$ cat src/rtl/cam_pkg.sv
// cam_pkg: shared CAM geometry, opcode encoding and request/response records.
package cam_pkg;

    localparam int CAM_ENTRIES = 32;
    localparam int IDX_W       = 5;
    localparam int DATA_W      = 32;

    typedef enum logic [1:0] {
        READ   = 2'b00,
        WRITE  = 2'b01,
        SEARCH = 2'b10,
        RSVD   = 2'b11
    } cam_op_e;

    typedef struct packed {
        cam_op_e           op;
        logic [IDX_W-1:0]  index;
        logic [DATA_W-1:0] data;
    } cam_req_t;

    typedef struct packed {
        cam_op_e           op;
        logic              hit;
        logic [IDX_W-1:0]  index;
        logic [DATA_W-1:0] data;
    } cam_resp_t;

endpackage

$ cat src/rtl/cam_req_fifo.sv
// cam_req_fifo: DEPTH-entry request FIFO; pointers carry an extra wrap bit to tell full from empty.
module cam_req_fifo
    import cam_pkg::*;
#(
    parameter int DEPTH = 4
) (
    input  logic                   clk_i,
    input  logic                   rst_i,
    input  logic                   push,
    input  logic                   pop,
    input  cam_req_t               push_data,
    output cam_req_t               pop_data,
    output logic                   full,
    output logic                   empty,
    output logic [$clog2(DEPTH):0] count
);

    localparam int AW = $clog2(DEPTH);

    cam_req_t       mem [DEPTH];
    logic [AW:0]    wr_ptr;
    logic [AW:0]    rd_ptr;

    assign empty    = wr_ptr == rd_ptr;
    assign full     = wr_ptr[AW] != rd_ptr[AW] && wr_ptr[AW-1:0] == rd_ptr[AW-1:0];
    assign count    = wr_ptr - rd_ptr;
    assign pop_data = mem[rd_ptr[AW-1:0]];

    always_ff @(posedge clk_i) begin
        if (rst_i) begin
            wr_ptr <= '0;
            rd_ptr <= '0;
        end else begin
            if (push && !full) begin
                mem[wr_ptr[AW-1:0]] <= push_data;
                wr_ptr              <= wr_ptr + {{AW{1'b0}}, 1'b1};
            end
            if (pop && !empty) rd_ptr <= rd_ptr + {{AW{1'b0}}, 1'b1};
        end
    end

endmodule

$ cat src/rtl/cam_cmd_sequencer.sv
// cam_cmd_sequencer: queues CAM requests, issues one CAM operation at a time
// and returns one in-order response per request.
module cam_cmd_sequencer
    import cam_pkg::*;
#(
    parameter int DEPTH   = 4,
    parameter int CAM_LAT = 1
) (
    input  logic                   clk_i,
    input  logic                   rst_i,
    input  logic                   req_valid_i,
    output logic                   req_ready_o,
    input  logic [1:0]             req_op_i,
    input  logic [IDX_W-1:0]       req_index_i,
    input  logic [DATA_W-1:0]      req_data_i,
    output logic                   resp_valid_o,
    input  logic                   resp_ready_i,
    output logic [1:0]             resp_op_o,
    output logic                   resp_hit_o,
    output logic [IDX_W-1:0]       resp_index_o,
    output logic [DATA_W-1:0]      resp_data_o,
    output logic                   busy_o,
    output logic [$clog2(DEPTH):0] fifo_count_o,
    output logic                   read_enable_o,
    output logic [IDX_W-1:0]       read_index_o,
    output logic                   write_enable_o,
    output logic [IDX_W-1:0]       write_index_o,
    output logic [DATA_W-1:0]      write_data_o,
    output logic                   search_enable_o,
    output logic [DATA_W-1:0]      search_data_o,
    input  logic                   read_valid_i,
    input  logic [DATA_W-1:0]      read_value_i,
    input  logic                   search_valid_i,
    input  logic [IDX_W-1:0]       search_index_i
);

    typedef enum logic [1:0] {IDLE, ISSUE, WAIT, RESP} state_e;

    state_e                 state;
    cam_req_t               req;
    cam_req_t               head;
    cam_req_t               cur;
    cam_resp_t              resp;
    logic [1:0]             cnt;
    logic                   full;
    logic                   empty;
    logic                   push;
    logic                   pop;
    logic                   issue;
    logic                   rsp;
    logic [$clog2(DEPTH):0] count;

    assign req  = '{op: cam_op_e'(req_op_i), index: req_index_i, data: req_data_i};
    assign push = req_valid_i && req_ready_o;
    assign pop  = state == IDLE && !empty;

    cam_req_fifo #(.DEPTH(DEPTH)) u_fifo (
        .clk_i     (clk_i),
        .rst_i     (rst_i),
        .push      (push),
        .pop       (pop),
        .push_data (req),
        .pop_data  (head),
        .full      (full),
        .empty     (empty),
        .count     (count)
    );

    always_ff @(posedge clk_i) begin
        if (rst_i) begin
            state <= IDLE;
            cur   <= '0;
            resp  <= '0;
            cnt   <= '0;
        end else begin
            case (state)
                IDLE: if (!empty) begin
                    cur   <= head;
                    state <= ISSUE;
                end
                ISSUE: if (cur.op == READ || cur.op == SEARCH) begin
                    cnt   <= 2'(CAM_LAT - 1);
                    state <= WAIT;
                end else begin
                    resp  <= {cur.op, cur.op == WRITE, cur.op == WRITE ? cur.index : 5'd0,
                              cur.op == WRITE ? cur.data : 32'd0};
                    state <= RESP;
                end
                // The CAM result is valid exactly CAM_LAT cycles after the enable.
                WAIT: if (cnt == 2'd0) begin
                    resp  <= cur.op == READ ? {cur.op, read_valid_i, cur.index, read_value_i}
                           : {cur.op, search_valid_i, search_valid_i ? search_index_i : 5'd0, 32'd0};
                    state <= RESP;
                end else begin
                    cnt <= cnt - 2'd1;
                end
                RESP: if (resp_ready_i) state <= IDLE;
            endcase
        end
    end

    // Every output is held at zero while reset is asserted.
    assign issue           = state == ISSUE && !rst_i;
    assign rsp             = state == RESP && !rst_i;
    assign req_ready_o     = !full && !rst_i;
    assign busy_o          = state != IDLE && !rst_i;
    assign fifo_count_o    = rst_i ? '0 : count;
    assign read_enable_o   = issue && cur.op == READ;
    assign write_enable_o  = issue && cur.op == WRITE;
    assign search_enable_o = issue && cur.op == SEARCH;
    assign read_index_o    = read_enable_o ? cur.index : '0;
    assign write_index_o   = write_enable_o ? cur.index : '0;
    assign write_data_o    = write_enable_o ? cur.data : '0;
    assign search_data_o   = search_enable_o ? cur.data : '0;
    assign resp_valid_o    = rsp;
    assign resp_op_o       = rsp ? resp.op : 2'b00;
    assign resp_hit_o      = rsp && resp.hit;
    assign resp_index_o    = rsp ? resp.index : '0;
    assign resp_data_o     = rsp ? resp.data : '0;

endmodule

$ cat config.mk
export PLATFORM = sky130hd
export DESIGN_NAME = cam_cmd_sequencer
export DESIGN_NICKNAME = d
export VERILOG_FILES = /design/src/rtl/cam_pkg.sv /design/src/rtl/cam_req_fifo.sv /design/src/rtl/cam_cmd_sequencer.sv
export SDC_FILE = /design/constraint.sdc
export NUM_CORES = 1
export LEC_CHECK = 0
export ABC_CLOCK_PERIOD_IN_PS = 5450
export CAP_MARGIN = 20
export CORE_ASPECT_RATIO = 2
export CORE_UTILIZATION = 32
export CTS_CLUSTER_SIZE = 30
export DETAILED_ROUTE_END_ITERATION = 10
export SETUP_SLACK_MARGIN = 0.05
export SKIP_CTS_REPAIR_TIMING = 1
export SLEW_MARGIN = 20
export SYNTH_ARGS = -nofsm -noshare
export SYNTH_HDL_FRONTEND = slang
export SYNTH_HIERARCHICAL = 1
export SYNTH_SLANG_ARGS = --single-unit
$ cat constraint.sdc
create_clock -name clk_i -period 5.45 [get_ports clk_i]
set_input_delay 0.545 -clock clk_i [delete_from_list [all_inputs] [get_ports clk_i]]
set_output_delay 0.545 -clock clk_i [all_outputs]
set_load 0.03 [all_outputs]
# Word level (Yosys, flattened, before mapping)
# Memory sizes are Yosys's and may differ from the RTL's. A register that Yosys moved wholly into a read port is not among the register bits.
# Index checks and enable logic that the tools add are counted.
[word_totals]
output_inout_bits = 123
regBits = 50
memories = 1
ram_bits = 156
wordCells = 80
[classes]
reduce_logical = 26
add_sub_neg = 4
muxes = 26
n_eq_ne = 14
bitwise = 1
[memory_table]
columns = ["memory", "words", "word_bits", "read_ports", "rd_clocked_by_memory_dff", "write_ports", "line_no", "text"]
rows = [
  ["u_fifo.mem", 4, 39, 1, 1, 1, "cam_req_fifo.sv:20", "cam_req_t mem [DEPTH];"],
]
[ops]
columns = ["operator", "count"]
rows = [
  ["2-to-1 mux 32 bit", 4],
  ["2-to-1 mux 40 bit", 2],
  ["case mux 40 bit (2 select lines)", 1],
  ["2-to-1 mux 38 bit", 1],
  ["2-to-1 mux 5 bit", 5],
  ["logical AND 1 bit", 13],
  ["2-to-1 mux 2 bit", 6],
  ["inequality test 2 bit (second input constant)", 6],
  ["AND reduction 3 bit", 3],
  ["case mux 2 bit (4 select lines)", 1],
  ["adder 3 x 1 -> 3 bit (second input constant)", 2],
  ["== test 2 bit (second input constant)", 3],
  ["logical NOT 2 bit", 3],
  ["== test 2 x 1 -> 1 bit (second input constant)", 2],
  ["2-to-1 mux 1 bit", 4],
  ["case mux 2 bit (2 select lines)", 1],
  ["nonzero test 2 bit", 2],
  ["== test 3 bit", 1],
  ["logical NOT 1 bit", 3],
  ["2-to-1 mux 3 bit", 1],
  ["subtractor 3 bit", 1],
  ["== test 2 bit", 1],
  ["AND reduction 2 bit", 1],
  ["subtractor 2 x 1 -> 2 bit (second input constant)", 1],
  ["3 further kinds", 3],
]

# Longest topological paths before layout
[depth]
ltp_word = 9
mapped_depth = 11

# Modules after synthesis
# The synthesis kept the hierarchy.
[modules_own_cells]
columns = ["module", "cells_per_inst", "seq_area_each_um2", "area_each_um2", "n_inst"]
rows = [
  ["cam_req_fifo", 273, 4844.6, 6218.5, 1],
  ["cam_cmd_sequencer", 508, 1661.6, 4210.3, 1],
]

# Worst setup path after synthesis
# OpenSTA, ideal clock, no wires.
[synth_path]
path_type = "reg2reg"
startpoint = "register u_fifo.wr_ptr[0]"
endpoint = "memory u_fifo/mem[3][0] (netlist name), enable pin"
stages_incl_launch_ff = 10
setup_time_ns = 0.400
synth_period_minus_slack_ns = 3.552
setup_slack_ns = 1.898
n_path_buf = 2
arrival_time_ns = 3.152
cell_sequence = "dfxtp_1 -> inv_1 -> ha_1 -> nand2_1 -> clkbuf_1 -> nor2_1 -> nor2_1 -> and2_1 -> clkbuf_1 -> and3_1"
[synth_via]
elab_chain_cells = 9
[synth_rtl]
columns = ["item", "line_no", "text"]
rows = [
  ["from (decl)", "cam_req_fifo.sv:21", "logic [AW:0] wr_ptr;"],
  ["from (signal assigned)", "cam_req_fifo.sv:36", "wr_ptr <= wr_ptr + {{AW{1'b0}}, 1'b1};"],
  ["== test 2 bit", "cam_req_fifo.sv:25", "assign full = wr_ptr[AW] != rd_ptr[AW] && wr_ptr[AW-1:0] == rd_ptr[AW-1:0];"],
  ["logical AND 1 bit", "cam_req_fifo.sv:25", ""],
  ["named net full", "cam_cmd_sequencer.sv:45", "logic full;"],
  ["logical NOT 1 bit", "cam_cmd_sequencer.sv:105", "assign req_ready_o = !full && !rst_i;"],
  ["logical AND 1 bit", "cam_cmd_sequencer.sv:105", ""],
  ["named net req_ready_o", "cam_cmd_sequencer.sv:12", "output logic req_ready_o,"],
  ["logical AND 1 bit", "cam_cmd_sequencer.sv:54", "assign push = req_valid_i && req_ready_o;"],
  ["named net push", "cam_cmd_sequencer.sv:47", "logic push;"],
  ["logical AND 1 bit", "cam_req_fifo.sv:34", "if (push && !full) begin"],
  ["2-to-1 mux 1 bit", "cam_req_fifo.sv:34", ""],
  ["2-to-1 mux 1 bit", "cam_req_fifo.sv:30", "if (rst_i) begin"],
  ["2-to-1 mux 1 bit (implied by the code)", "cam_req_fifo.sv:35", "mem[wr_ptr[AW-1:0]] <= push_data;"],
  ["to (decl)", "cam_req_fifo.sv:20", ""],
]
# The timed path passes the listed nets, and every way through them passes these cells.

# Worst setup path after layout
[layout_path]
startpoint = "register state[1]"
endpoint = "output port write_data_o[18]"
[layout_via]
elab_chain_cells = 4
[layout_rtl]
columns = ["item", "line_no", "text"]
rows = [
  ["from (decl)", "cam_cmd_sequencer.sv:39", "state_e state;"],
  ["from (signal assigned)", "cam_cmd_sequencer.sv:71", "state <= IDLE;"],
  ["from (signal assigned)", "cam_cmd_sequencer.sv:79", "state <= ISSUE;"],
  ["from (signal assigned)", "cam_cmd_sequencer.sv:83", "state <= WAIT;"],
  ["== test 2 x 1 -> 1 bit", "cam_cmd_sequencer.sv:103", "assign issue = state == ISSUE && !rst_i;"],
  ["logical AND 1 bit", "cam_cmd_sequencer.sv:103", ""],
  ["logical AND 1 bit", "cam_cmd_sequencer.sv:109", "assign write_enable_o = issue && cur.op == WRITE;"],
  ["2-to-1 mux 32 bit", "cam_cmd_sequencer.sv:113", "assign write_data_o = write_enable_o ? cur.data : '0;"],
  ["to (decl)", "cam_cmd_sequencer.sv:28", "output logic [DATA_W-1:0] write_data_o,"],
]
# Every way passes these cells.

==> metrics.md <==
| Metric | Value |
|---|---|
| Vias in the first global route | 6955 |
| Hold depth | 1 |
| FMAX | 0.281 GHz |
| Max IR drop VDD | 0.220 mV |
| Worst r2r src | u_fifo/wr_ptr[0] |
| Post-Layout Inst Area | 13700 um^2 |
| CP cell instances | inv_1, ha_1, nand2b_4, nor3b_4, buf_6, buf_4, and2_1, clkdlybuf4s50_1 |
| Synth warn | 6 |
| Hold Path End | resp[19] |
| Overall routing resource usage | 15.6% |
| M1 GR Usage | 17.4% |
| Post-DP HPWL | 18.3 mm |
| Cts bufs inserted | 22 |
| CP peak stage delay | 660 ps |
| Mapped Nets | 876 |
| Largest net degree at the start of global routing | 71 |
| DRT antenna net count | 0 |
| Slew Limit Headroom | 28.0% |
| ANT cells | 0 |
| First-pass GRT wire length | 39.6 mm |
| Core region area | 32100 um^2 |
| Critical setup path kind | reg2out |
| Vias | 6811 |
| Min-delay worst type | reg2reg |
| Skew-Pair Late Insertion Delay | 520 ps |
| Row Count | 93 |
| Die area | 33400 um^2 |
| Final setup TNS | 0 ps |
| Final setup viols | 0 |
| Top FF cell, synth | edfxtp_1 |
| Buffers on Ports | 204 |
| Die width | 130 um |
| Post-synth EDFFs | 156 |
| Clk buf depth | 3 |
| Worst slack, placed | 2000 ps |
| Final setup margin | 1890 ps |
| Synthesized instance count | 781 |
| Initial antenna violation count | 0 |
| Gr ovfl total | 0 |
| Seq/Total Area, Yosys | 62.4% |
| # clock sinks | 247 |
| Starting Density | 32.5% |
| # IOs | 205 |
| Die H | 257 um |
| Ys async rst share | 0% |
| Filler Cell Count | 2987 |
| R2R cell count | 8 |
| DRT iter0 DRCs | 310 |
| Top Family by Delay on Critical Path | buffers and inverters |
| Routability cong. | 0.802 |
| R2R Path End | u_fifo/mem[1][8] |
| DR pass1 iterations | 4 |
| Max Slew Vio Count | 0 |
| CP Launch Type | flip-flop |
| Minimum clock period after layout | 3560 ps |
| Worst hold start | resp[19] |
| Crit-path max FO | 24 |
| Buf/Inv on CP | 4 |
| Worst R2R Setup Slack | 2210 ps |
| Static leakage | 4.44 nW |
| Maxcap violations | 0 |
| Post-Syn Area | 10400 um^2 |
| P per Cell Area | 411 nW/um^2 |
| Outcome | complete, no violations |
| Crit path capture type | output pin |
| Routed WL per cell | 18.2 um |
| CTS root buf | clkbuf_16 |
| Area grow syn2layout | 31.3% |
| Clk pin slew, worst setup/hold paths | 70 ps |
| Worst Skew | 12.0 ps |
| Met3 usage | 1.87% |
| Slowest cell on crit path | clkdlybuf4s50_1 |
| Nets@finish | 1062 |
| DRC Markers | 0 |
| Syn_area_per_cell | 13.4 um^2 |
| DR vias/cell | 4.83 |
| Unrepaired setup endpoints after global routing | false |
| Crit path required time | 4910 ps |
| Critical path arrival | 3010 ps |
| Total Power | 5.62 mW |
| Worst slew pin tran | 1080 ps |
| Synth Register Bits | 247 |
| H-tree level count | 1 |
| M2 GR Usage | 29.1% |
| Routed WL | 25.6 mm |
| CTS tree | done |
| Busiest grt layer | met2 |
| Placement Cell Area | 12800 um^2 |
| Yosys cell types | 56 |
| Post-route clock period utilization | 65.3% |
| Share of cells above drive strength 1 | 12.0% |
| Fin. Hold Viols | 0 |
-- sequential cells by signal, indices dropped and copies added (netlist names), named ones only --
name	flops
cnt	2
u_fifo/rd_ptr	3
u_fifo/mem	156
resp	40
u_fifo/wr_ptr	3
cur	39
state	2
-- how the worst max path moves through the flow --
stage	startpoint	to	cells after the start
after floorplan	u_fifo/wr_ptr[0]	u_fifo/mem[3][0]	9
after global placement	state[1]	write_data_o[10]	7
after detailed placement	state[1]	write_data_o[15]	7
after CTS	state[1]	write_data_o[17]	7
after global routing	state[1]	write_data_o[18]	8
final	state[1]	write_data_o[18]	8
-- metal layers --
metal	part of all wire, %	wire (um)
met3	4.2	1060
met1	39	9870
met5	0	0
met4	3.4	863
met2	54	13800
-- layout by cell type (no fill, tap or decap), drive strengths merged, types with 2 or more instances in the layout --
cell and instances:
nand4 5, o311ai 5, buf 16, clkbuf 24, nor3 4, a41oi 2, nor2 6, clkinv 6
mux4 39, edfxtp 156, a22oi 31, xnor2 2, clkdlybuf4s50 203, nand3 6, clkinvlp 3, a211oi 7
nor3b 5, dfxtp 91, nand2 87, o2bb2ai 32, nor2b 9, bufinv 6, xor2 2, a31oi 3
nand2b 5, a32oi 5, and3 5, and2 117, a21oi 55, o21ai 2, inv 16, ha 12
-- per-stage QoR --
stage	std cells	hold WS [ps]	utilization, %
after floorplan	781	424	-
after global placement	1368	437	40.0
after detailed placement	1368	439	40.0
after CTS	1408	460	42.6
after global routing	1410	473	42.6
final	1410	452	42.6
-- worst register-to-register path, stage by stage (launching register included) --
cell     delay (ps)
dfxtp_1         430
inv_1           120
ha_1            360
nand2_1         320
nor2_1           90
nor2_1          130
and2_1          320
and3_2          770
buf_4           400
-- cell usage after synthesis (all sizes together) (6+ instances only) --
| library cell | number | area share (%) |
|---|---|---|
| edfxtp | 156 | 45 |
| and2 | 117 | 7.0 |
| nand3 | 6 | 0.29 |
| a211oi | 7 | 0.74 |
| a22oi | 31 | 2.2 |
| o2bb2ai | 32 | 2.7 |
| buf | 33 | 1.9 |
| nor2 | 6 | 0.22 |
| nor2b | 9 | 0.54 |
| dfxtp | 91 | 17 |
| mux4 | 39 | 8.4 |
| clkbuf | 24 | 0.88 |
| inv | 14 | 0.50 |
| a21oi | 55 | 2.7 |
| nand2 | 87 | 3.1 |
| ha | 12 | 1.4 |
-- power by group --
group	internal, mW	total [mW]	switching [mW]
Clock	1.06	1.76	0.695
Combinational	0.601	1.47	0.870
Sequential	2.18	2.39	0.211
-- kinds of logic after synthesis --
group | Yosys count | share of synthesized area [%]
and+or+nand+nor | 252 | 13.1
DFF | 247 | 62.4
AOI/OAI and AO/OA | 153 | 10.7
buffers and inverters | 72 | 3.30
muxes | 40 | 8.57
adders and majority gates | 13 | 1.63
xor gates and xnor gates | 4 | 0.408
-- final cells by class --
| type | instances | area [um^2] | share of cell area [%] |
|---|---|---|---|
| sequential | 247 | 6510 | 47.5 |
| multi-input combinational | 462 | 3610 | 26.3 |
| timing repair buffer | 219 | 2160 | 15.8 |
| clock buffer | 24 | 579 | 4.23 |
| tap | 427 | 534 | 3.90 |
| clock inverter | 16 | 253 | 1.85 |
| inverter | 15 | 56.3 | 0.411 |
Power figures use the tool's default switching activity.
